<file path="src/rtl/rle_pkg.sv">
// Shared definitions for the RLE fetch arbiter: channel count, channel
// indices, FSM state encoding and a one-hot to index helper.
package rle_pkg;

  localparam int N_CH = 3;

  typedef logic [1:0] ch_idx_t;

  localparam ch_idx_t CH_R = 2'd0;
  localparam ch_idx_t CH_G = 2'd1;
  localparam ch_idx_t CH_B = 2'd2;

  typedef enum logic {
    IDLE = 1'b0,
    RUN  = 1'b1
  } state_t;

  // Convert a one-hot 3-bit grant into a channel index (R for all-zero).
  function automatic ch_idx_t onehot_to_idx(input logic [2:0] oh);
    ch_idx_t idx;
    case (oh)
      3'b010:  idx = CH_G;
      3'b100:  idx = CH_B;
      default: idx = CH_R;
    endcase
    return idx;
  endfunction

endpackage

</file>
<file path="src/rtl/rle_fetch_arbiter_if.sv">
// Bundle of the configuration, channel request and memory port signals of
// the fetch arbiter. The arbiter uses the slave view; its environment
// (decoders plus memory) uses the master view.
interface rle_fetch_arbiter_if #(
  parameter int ADDR_W = 16,
  parameter int DATA_W = 8
);

  logic              start;
  logic [ADDR_W-1:0] base_r;
  logic [ADDR_W-1:0] base_g;
  logic [ADDR_W-1:0] base_b;
  logic [ADDR_W-1:0] len_r;
  logic [ADDR_W-1:0] len_g;
  logic [ADDR_W-1:0] len_b;
  logic [2:0]        req;
  logic [2:0]        gnt;
  logic              mem_rd;
  logic [ADDR_W-1:0] mem_addr;
  logic [DATA_W-1:0] mem_data;
  logic [DATA_W-1:0] rdata;
  logic [2:0]        rvalid;
  logic [2:0]        eos;
  logic              busy;
  logic              done;

  modport slave (
    input  start, base_r, base_g, base_b, len_r, len_g, len_b, req, mem_data,
    output gnt, mem_rd, mem_addr, rdata, rvalid, eos, busy, done
  );

  modport master (
    output start, base_r, base_g, base_b, len_r, len_g, len_b, req, mem_data,
    input  gnt, mem_rd, mem_addr, rdata, rvalid, eos, busy, done
  );

endinterface

</file>
<file path="src/rtl/rr_arb3.sv">
// Combinational 3-way round-robin picker: grants the first eligible channel
// found when searching cyclically from the channel after the last winner.
module rr_arb3
  import rle_pkg::*;
(
  input  logic [2:0] eligible,
  input  ch_idx_t    last,
  output logic [2:0] gnt
);

  // Priority order rotates so the previous winner is searched last.
  always_comb begin
    gnt = 3'b000;
    case (last)
      CH_R: begin
        if (eligible[1])      gnt = 3'b010;
        else if (eligible[2]) gnt = 3'b100;
        else if (eligible[0]) gnt = 3'b001;
        else                  gnt = 3'b000;
      end
      CH_G: begin
        if (eligible[2])      gnt = 3'b100;
        else if (eligible[0]) gnt = 3'b001;
        else if (eligible[1]) gnt = 3'b010;
        else                  gnt = 3'b000;
      end
      default: begin
        if (eligible[0])      gnt = 3'b001;
        else if (eligible[1]) gnt = 3'b010;
        else if (eligible[2]) gnt = 3'b100;
        else                  gnt = 3'b000;
      end
    endcase
  end

endmodule

</file>
<file path="src/rtl/rle_fetch_arbiter.sv">
// Shares one synchronous encoded-data memory read port among the R, G and B
// RLE channel decoders. Each channel walks its own byte region; one byte per
// cycle is granted round-robin and the read data is steered back one cycle
// later via rvalid.
module rle_fetch_arbiter
  import rle_pkg::*;
#(
  parameter int ADDR_W = 16
)(
  input  logic               clk,
  input  logic               rst,
  rle_fetch_arbiter_if.slave bus
);

  localparam logic [ADDR_W-1:0] ZERO = {ADDR_W{1'b0}};
  localparam logic [ADDR_W-1:0] ONE  = {{(ADDR_W-1){1'b0}}, 1'b1};

  state_t            state_q, state_d;
  logic [ADDR_W-1:0] ptr_q [N_CH];
  logic [ADDR_W-1:0] ptr_d [N_CH];
  logic [ADDR_W-1:0] rem_q [N_CH];
  logic [ADDR_W-1:0] rem_d [N_CH];
  logic [2:0]        eos_q, eos_d;
  logic [2:0]        rvalid_q, rvalid_d;
  ch_idx_t           last_q, last_d;
  logic              done_q, done_d;

  logic [2:0]        elig_s;
  logic [2:0]        gnt_s;
  ch_idx_t           gidx_s;
  logic [ADDR_W-1:0] addr_s;
  logic [ADDR_W-1:0] base_s [N_CH];
  logic [ADDR_W-1:0] len_s  [N_CH];

  assign base_s[CH_R] = bus.base_r;
  assign base_s[CH_G] = bus.base_g;
  assign base_s[CH_B] = bus.base_b;
  assign len_s[CH_R]  = bus.len_r;
  assign len_s[CH_G]  = bus.len_g;
  assign len_s[CH_B]  = bus.len_b;

  // A channel may compete only while running and with bytes left.
  always_comb begin
    elig_s = 3'b000;
    for (int i = 0; i < N_CH; i++) begin
      elig_s[i] = (state_q == RUN) && bus.req[i] && (rem_q[i] != ZERO);
    end
  end

  rr_arb3 u_arb (
    .eligible (elig_s),
    .last     (last_q),
    .gnt      (gnt_s)
  );

  assign gidx_s = onehot_to_idx(gnt_s);

  // Address mux: granted channel's pointer, zero when nothing is granted.
  always_comb begin
    addr_s = ZERO;
    for (int i = 0; i < N_CH; i++) begin
      if (gnt_s[i]) addr_s = ptr_q[i];
      else          addr_s = addr_s;
    end
  end

  // Next-state logic for the run FSM and per-channel pointers/counters.
  always_comb begin
    state_d  = state_q;
    eos_d    = eos_q;
    last_d   = last_q;
    rvalid_d = gnt_s;
    done_d   = 1'b0;
    for (int i = 0; i < N_CH; i++) begin
      ptr_d[i] = ptr_q[i];
      rem_d[i] = rem_q[i];
    end
    case (state_q)
      IDLE: begin
        if (bus.start) begin
          state_d = RUN;
          last_d  = CH_B;
          for (int i = 0; i < N_CH; i++) begin
            ptr_d[i] = base_s[i];
            rem_d[i] = len_s[i];
            eos_d[i] = (len_s[i] == ZERO);
          end
        end else begin
          state_d = IDLE;
        end
      end
      RUN: begin
        for (int i = 0; i < N_CH; i++) begin
          if (gnt_s[i]) begin
            ptr_d[i] = ptr_q[i] + ONE;
            rem_d[i] = rem_q[i] - ONE;
            eos_d[i] = eos_q[i] | (rem_q[i] == ONE);
          end else begin
            ptr_d[i] = ptr_q[i];
          end
        end
        if (gnt_s != 3'b000) last_d = gidx_s;
        else                 last_d = last_q;
        // Leave once every region is drained and no read is left in flight;
        // the final byte's rvalid is the cycle eos completes.
        if ((eos_q == 3'b111) && (rvalid_d == 3'b000)) begin
          state_d = IDLE;
          done_d  = 1'b1;
        end else begin
          state_d = RUN;
        end
      end
      default: begin
        state_d = IDLE;
      end
    endcase
  end

  // State registers with asynchronous active-low reset.
  always_ff @(posedge clk or negedge rst) begin
    if (!rst) begin
      state_q  <= IDLE;
      eos_q    <= 3'b000;
      rvalid_q <= 3'b000;
      last_q   <= CH_B;
      done_q   <= 1'b0;
      for (int i = 0; i < N_CH; i++) begin
        ptr_q[i] <= ZERO;
        rem_q[i] <= ZERO;
      end
    end else begin
      state_q  <= state_d;
      eos_q    <= eos_d;
      rvalid_q <= rvalid_d;
      last_q   <= last_d;
      done_q   <= done_d;
      for (int i = 0; i < N_CH; i++) begin
        ptr_q[i] <= ptr_d[i];
        rem_q[i] <= rem_d[i];
      end
    end
  end

  assign bus.gnt      = gnt_s;
  assign bus.mem_rd   = |gnt_s;
  assign bus.mem_addr = addr_s;
  assign bus.rdata    = bus.mem_data;
  assign bus.rvalid   = rvalid_q;
  assign bus.eos      = eos_q;
  assign bus.busy     = (state_q == RUN);
  assign bus.done     = done_q;

endmodule

</file>
<file path="src/flat_wrapper.sv">
// flat-port wrapper written by rule: the top's interface ports become plain ports
module rle_fetch_arbiter_flat import rle_pkg::*;
#(
  parameter int ADDR_W = 16
)
  (clk, rst, bus_start, bus_base_r, bus_base_g, bus_base_b, bus_len_r, bus_len_g, bus_len_b, bus_req, bus_mem_data, bus_gnt, bus_mem_rd, bus_mem_addr, bus_rdata, bus_rvalid, bus_eos, bus_busy, bus_done);
  rle_fetch_arbiter_if #(.ADDR_W(ADDR_W), .DATA_W(8)) bus_i ();
  input  logic clk;
  input  logic rst;
  input wire logic [$bits(bus_i.start)-1:0] bus_start;
  input wire logic [$bits(bus_i.base_r)-1:0] bus_base_r;
  input wire logic [$bits(bus_i.base_g)-1:0] bus_base_g;
  input wire logic [$bits(bus_i.base_b)-1:0] bus_base_b;
  input wire logic [$bits(bus_i.len_r)-1:0] bus_len_r;
  input wire logic [$bits(bus_i.len_g)-1:0] bus_len_g;
  input wire logic [$bits(bus_i.len_b)-1:0] bus_len_b;
  input wire logic [$bits(bus_i.req)-1:0] bus_req;
  input wire logic [$bits(bus_i.mem_data)-1:0] bus_mem_data;
  output wire logic [$bits(bus_i.gnt)-1:0] bus_gnt;
  output wire logic [$bits(bus_i.mem_rd)-1:0] bus_mem_rd;
  output wire logic [$bits(bus_i.mem_addr)-1:0] bus_mem_addr;
  output wire logic [$bits(bus_i.rdata)-1:0] bus_rdata;
  output wire logic [$bits(bus_i.rvalid)-1:0] bus_rvalid;
  output wire logic [$bits(bus_i.eos)-1:0] bus_eos;
  output wire logic [$bits(bus_i.busy)-1:0] bus_busy;
  output wire logic [$bits(bus_i.done)-1:0] bus_done;
  assign bus_i.start = bus_start;
  assign bus_i.base_r = bus_base_r;
  assign bus_i.base_g = bus_base_g;
  assign bus_i.base_b = bus_base_b;
  assign bus_i.len_r = bus_len_r;
  assign bus_i.len_g = bus_len_g;
  assign bus_i.len_b = bus_len_b;
  assign bus_i.req = bus_req;
  assign bus_i.mem_data = bus_mem_data;
  assign bus_gnt = bus_i.gnt;
  assign bus_mem_rd = bus_i.mem_rd;
  assign bus_mem_addr = bus_i.mem_addr;
  assign bus_rdata = bus_i.rdata;
  assign bus_rvalid = bus_i.rvalid;
  assign bus_eos = bus_i.eos;
  assign bus_busy = bus_i.busy;
  assign bus_done = bus_i.done;
  rle_fetch_arbiter #(.ADDR_W(ADDR_W)) u_core (.clk(clk), .rst(rst), .bus(bus_i));
endmodule
</file>
<file path="config.mk">
export PLATFORM = sky130hd
export DESIGN_NAME = rle_fetch_arbiter_flat
export DESIGN_NICKNAME = d
export VERILOG_FILES = /design/src/rtl/rle_pkg.sv /design/src/rtl/rle_fetch_arbiter_if.sv /design/src/rtl/rr_arb3.sv /design/src/rtl/rle_fetch_arbiter.sv /design/src/flat_wrapper.sv
export SDC_FILE = /design/constraint.sdc
export NUM_CORES = 1
export LEC_CHECK = 0
export BUFFER_PORTS_ARGS = -buffer_cell sky130_fd_sc_hd__clkbuf_2
export CORE_MARGIN = 2
export CORE_UTILIZATION = 49
export CTS_CLUSTER_DIAMETER = 30
export DETAILED_ROUTE_END_ITERATION = 12
export GPL_TIMING_DRIVEN = 0
export PLACE_DENSITY = 0.7
export SKIP_LAST_GASP = 1
export SYNTH_ARGS = -nofsm -noshare
export SYNTH_HDL_FRONTEND = slang
export SYNTH_HIERARCHICAL = 1
export SYNTH_SLANG_ARGS = --single-unit
</file>
<file path="constraint.sdc">
create_clock -name clk -period 4.85 [get_ports clk]
set_input_delay 0.485 -clock clk [delete_from_list [all_inputs] [get_ports clk]]
set_output_delay 0.485 -clock clk [all_outputs]
set_load 0.1 [all_outputs]
</file>
==> run summary <==
Number of remaining DRC errors -> 0
CP Launch Type -> flip-flop
Skew-Pair Late Insertion Delay -> 350 ps
Layout cells sized above 1 -> 22.8%
Die H -> 126 um
First-pass DRT Iterations -> 6
Final Hold Fails -> 0
Post-synthesis sequential area ratio -> 36.6%
Worst-margin pin slew -> 1120 ps
Synthesis Warnings -> 6
Starting Density -> 50.1%
Reg-to-reg startpoint -> u_core/bus.busy
Total gr overflow -> 0
Placed insts -> 1172
Fraction of registers with async set/reset -> 100%
# rows -> 44
Tightest Hold Check Type -> in -> async
Cell count after synthesis -> 852
Fmax -> 214 MHz
Vias/cell -> 6.23
Max_cap viols -> 0
Syn Nets -> 971
Fillers -> 1351
Min Hold Slack -> 234 ps
R2R cell count -> 11
Clock Skew -> 8.81 ps
Largest net degree at the start of global routing -> 107
First-pass GRT wire length -> 38.2 mm
Register Area -> 2650 um2
GRT Util Overall -> 30.9%
TritonCTS clock tree -> built
Die W -> 126 um
Core area -> 14500 um2
Sink Count -> 106
Most used DFF post-synth -> dfrtp_1
Setup violations, final -> 0
VDD IR-drop max -> 0.468 mV
CP startpoint -> u_core/bus.busy
Clock Tree Buf Depth -> 2
Initial antenna violation count -> 0
Slew headroom -> 22.9%
Commonest non-fill, non-tap cells in the layout -> 142 x clkbuf_2, 105 x dfrtp_1, 87 x nand2_1
Nets -> 1118
Synthesized area per cell -> 8.52 um2
Capture point of the worst reg-to-reg path -> u_core/rem_q[43]
Crit-path max FO -> 10
N_diodes -> 0
Routed wire length -> 24.4 mm
I/O Pins -> 146
Crit. End Element -> output port
CTS Buf Count -> 9
GPL Wtd Cong -> 0.934
Post-DRT Antenna Nets -> 0
Final worst-path cycle share -> 96.4%
DR iter-0 viols -> 789
Synth-to-layout area growth -> 19.5%
CTS Hold Buffers Added -> 0
Total Power -> 4.86 mW
Flop-to-flop setup slack -> 1100 ps
RSZ-0062 raised after global routing -> no
Routed via count -> 7400
CTS root buf -> clkbuf_16
Final Instance Count excl. Fillers -> 1188
EDFF count, synth -> 0
Seq cells post-synth -> 106
Clock transition at path regs -> 70 ps
Final core utilization -> 59.9%
Final HPWL DP -> 17.6 mm
IO Port Bufs -> 136
Multi-input logic area -> 4420 um2
Required @ worst endpoint -> 4370 ps
Synthesized area -> 7260 um2
CP Capture Point -> bus_mem_addr[2]
Leak pwr -> 3.57 nW
Post-layout min period -> 4670 ps
H-tree Lvls -> 3
WL per Instance -> 20.6 um
Netlist cell types -> 68
Slew Viols, Final -> 0
Die area -> 15800 um2
Worst EP arrival -> 4190 ps
Status -> complete, no violations
Power Density -> 561 nW/um2
Vias in the first global route -> 6870
Commonest non-fill, non-tap cell in the layout -> clkbuf_2
Crit path kind -> reg -> out
-- synth_stat cells (4+ instances only) --
master,instances,area share [%]
nor3_1,17,1.2
a32oi_1,4,0.48
clkbuf_1,27,1.4
or4_1,4,0.41
ha_1,9,1.6
nand3_1,31,2.1
nand2_1,87,4.5
a211oi_1,46,4.8
nand3b_1,4,0.41
nor2b_1,45,3.9
nand4_1,25,2.2
xor2_1,24,2.9
nand4b_1,6,0.72
nor4_2,6,1.0
o22ai_1,6,0.52
nor2_1,53,2.7
mux2_2,4,0.62
a22oi_1,13,1.3
dfrtp_1,105,36
buf_2,21,1.4
buf_4,8,0.83
and3_1,6,0.52
o21ai_0,34,2.3
a31oi_1,6,0.52
buf_1,9,0.47
nor4_1,28,2.4
nor4b_1,4,0.48
and2_1,5,0.43
xnor2_1,27,3.3
inv_1,17,0.88
mux2i_1,26,3.6
a311oi_1,4,0.48
o21ai_1,4,0.28
nand2b_1,4,0.34
a21oi_1,80,5.5
-- where the power goes --
| group | internal [mW] | switching (mW) | total (mW) |
|---|---|---|---|
| Combinational | 0.754 | 1.72 | 2.47 |
| Sequential | 1.18 | 0.447 | 1.63 |
| Clock | 0.429 | 0.333 | 0.763 |
| Total | 2.37 | 2.50 | 4.86 |
-- worst min path at each step --
stage	from	end	slack, ps	cells after the start
after global placement	u_core/last_q[0]	u_core/last_q[0]	530	2
after floorplan	rst	u_core/bus.busy	190	0
after detailed placement	u_core/last_q[0]	u_core/last_q[0]	540	2
after global routing	rst	u_core/ptr_q[18]	330	1
final	rst	u_core/ptr_q[22]	230	1
after CTS	rst	u_core/ptr_q[23]	290	1
-- layout make-up --
cell class,count,share of cell area (%)
Multi-Input combinational cell,663,51.0
Sequential cell,106,30.6
Timing Repair Buffer,136,7.95
Buffer,66,3.61
Clock buffer,14,3.04
Tap cell,184,2.65
Inverter,17,0.736
Clock inverter,2,0.404
-- worst max-delay path, stage by stage (launching register included) --
cell and delay (ps):
dfrtp_1 440, buf_2 260, clkbuf_2 370, nand2_1 80
a21oi_1 250, or3b_1 450, o31ai_4 100, buf_2 330
buf_2 340, clkbuf_2 320, a22oi_1 210, o21ai_4 180
clkbuf_2 480
-- what timing repair did --
action | in CTS | in global routing
resized for setup | 2 | 6
buffers inserted | 0 | 0
cloned | 0 | 0
endpoints found under the setup margin | 15 | 16
pin swaps | 0 | 0
-- kinds of logic after synthesis --
logic type / synth area share, %
buffers and inverters: 5.09
DFF: 36.6
and+or+nand+nor: 26.8
muxes: 4.21
adders and majority gates: 1.55
AOI/OAI and AO/OA: 19.7
xor gates and xnor gates: 6.15
-- flip-flops by register name (all words and copies together), names as in the netlist --
signal / cells
u_core/ptr_q: 48
u_core/bus.busy: 1
u_core/bus.eos: 3
u_core/rem_q: 48
u_core/last_q: 2
u_core/bus.done: 1
u_core/bus.rvalid: 3
-- through the flow --
step                      setup slack (ps)  instance area, um2  setup TNS (ps)
after floorplan                       -148                7450            -148
after global placement                 139                8360               0
after detailed placement               100                8370               0
after CTS                             27.1                8670               0
after global routing                  12.7                8670               0
final                                  175                8670               0
-- routing by layer --
layer | track usage (%) | part of all wire (%)
met1 | 43.5 | 43
met2 | 47.0 | 45
met4 | 14.6 | 3.9
met5 | 0 | 0
met3 | 4.46 | 7.4
Power figures use the tool's default switching activity.
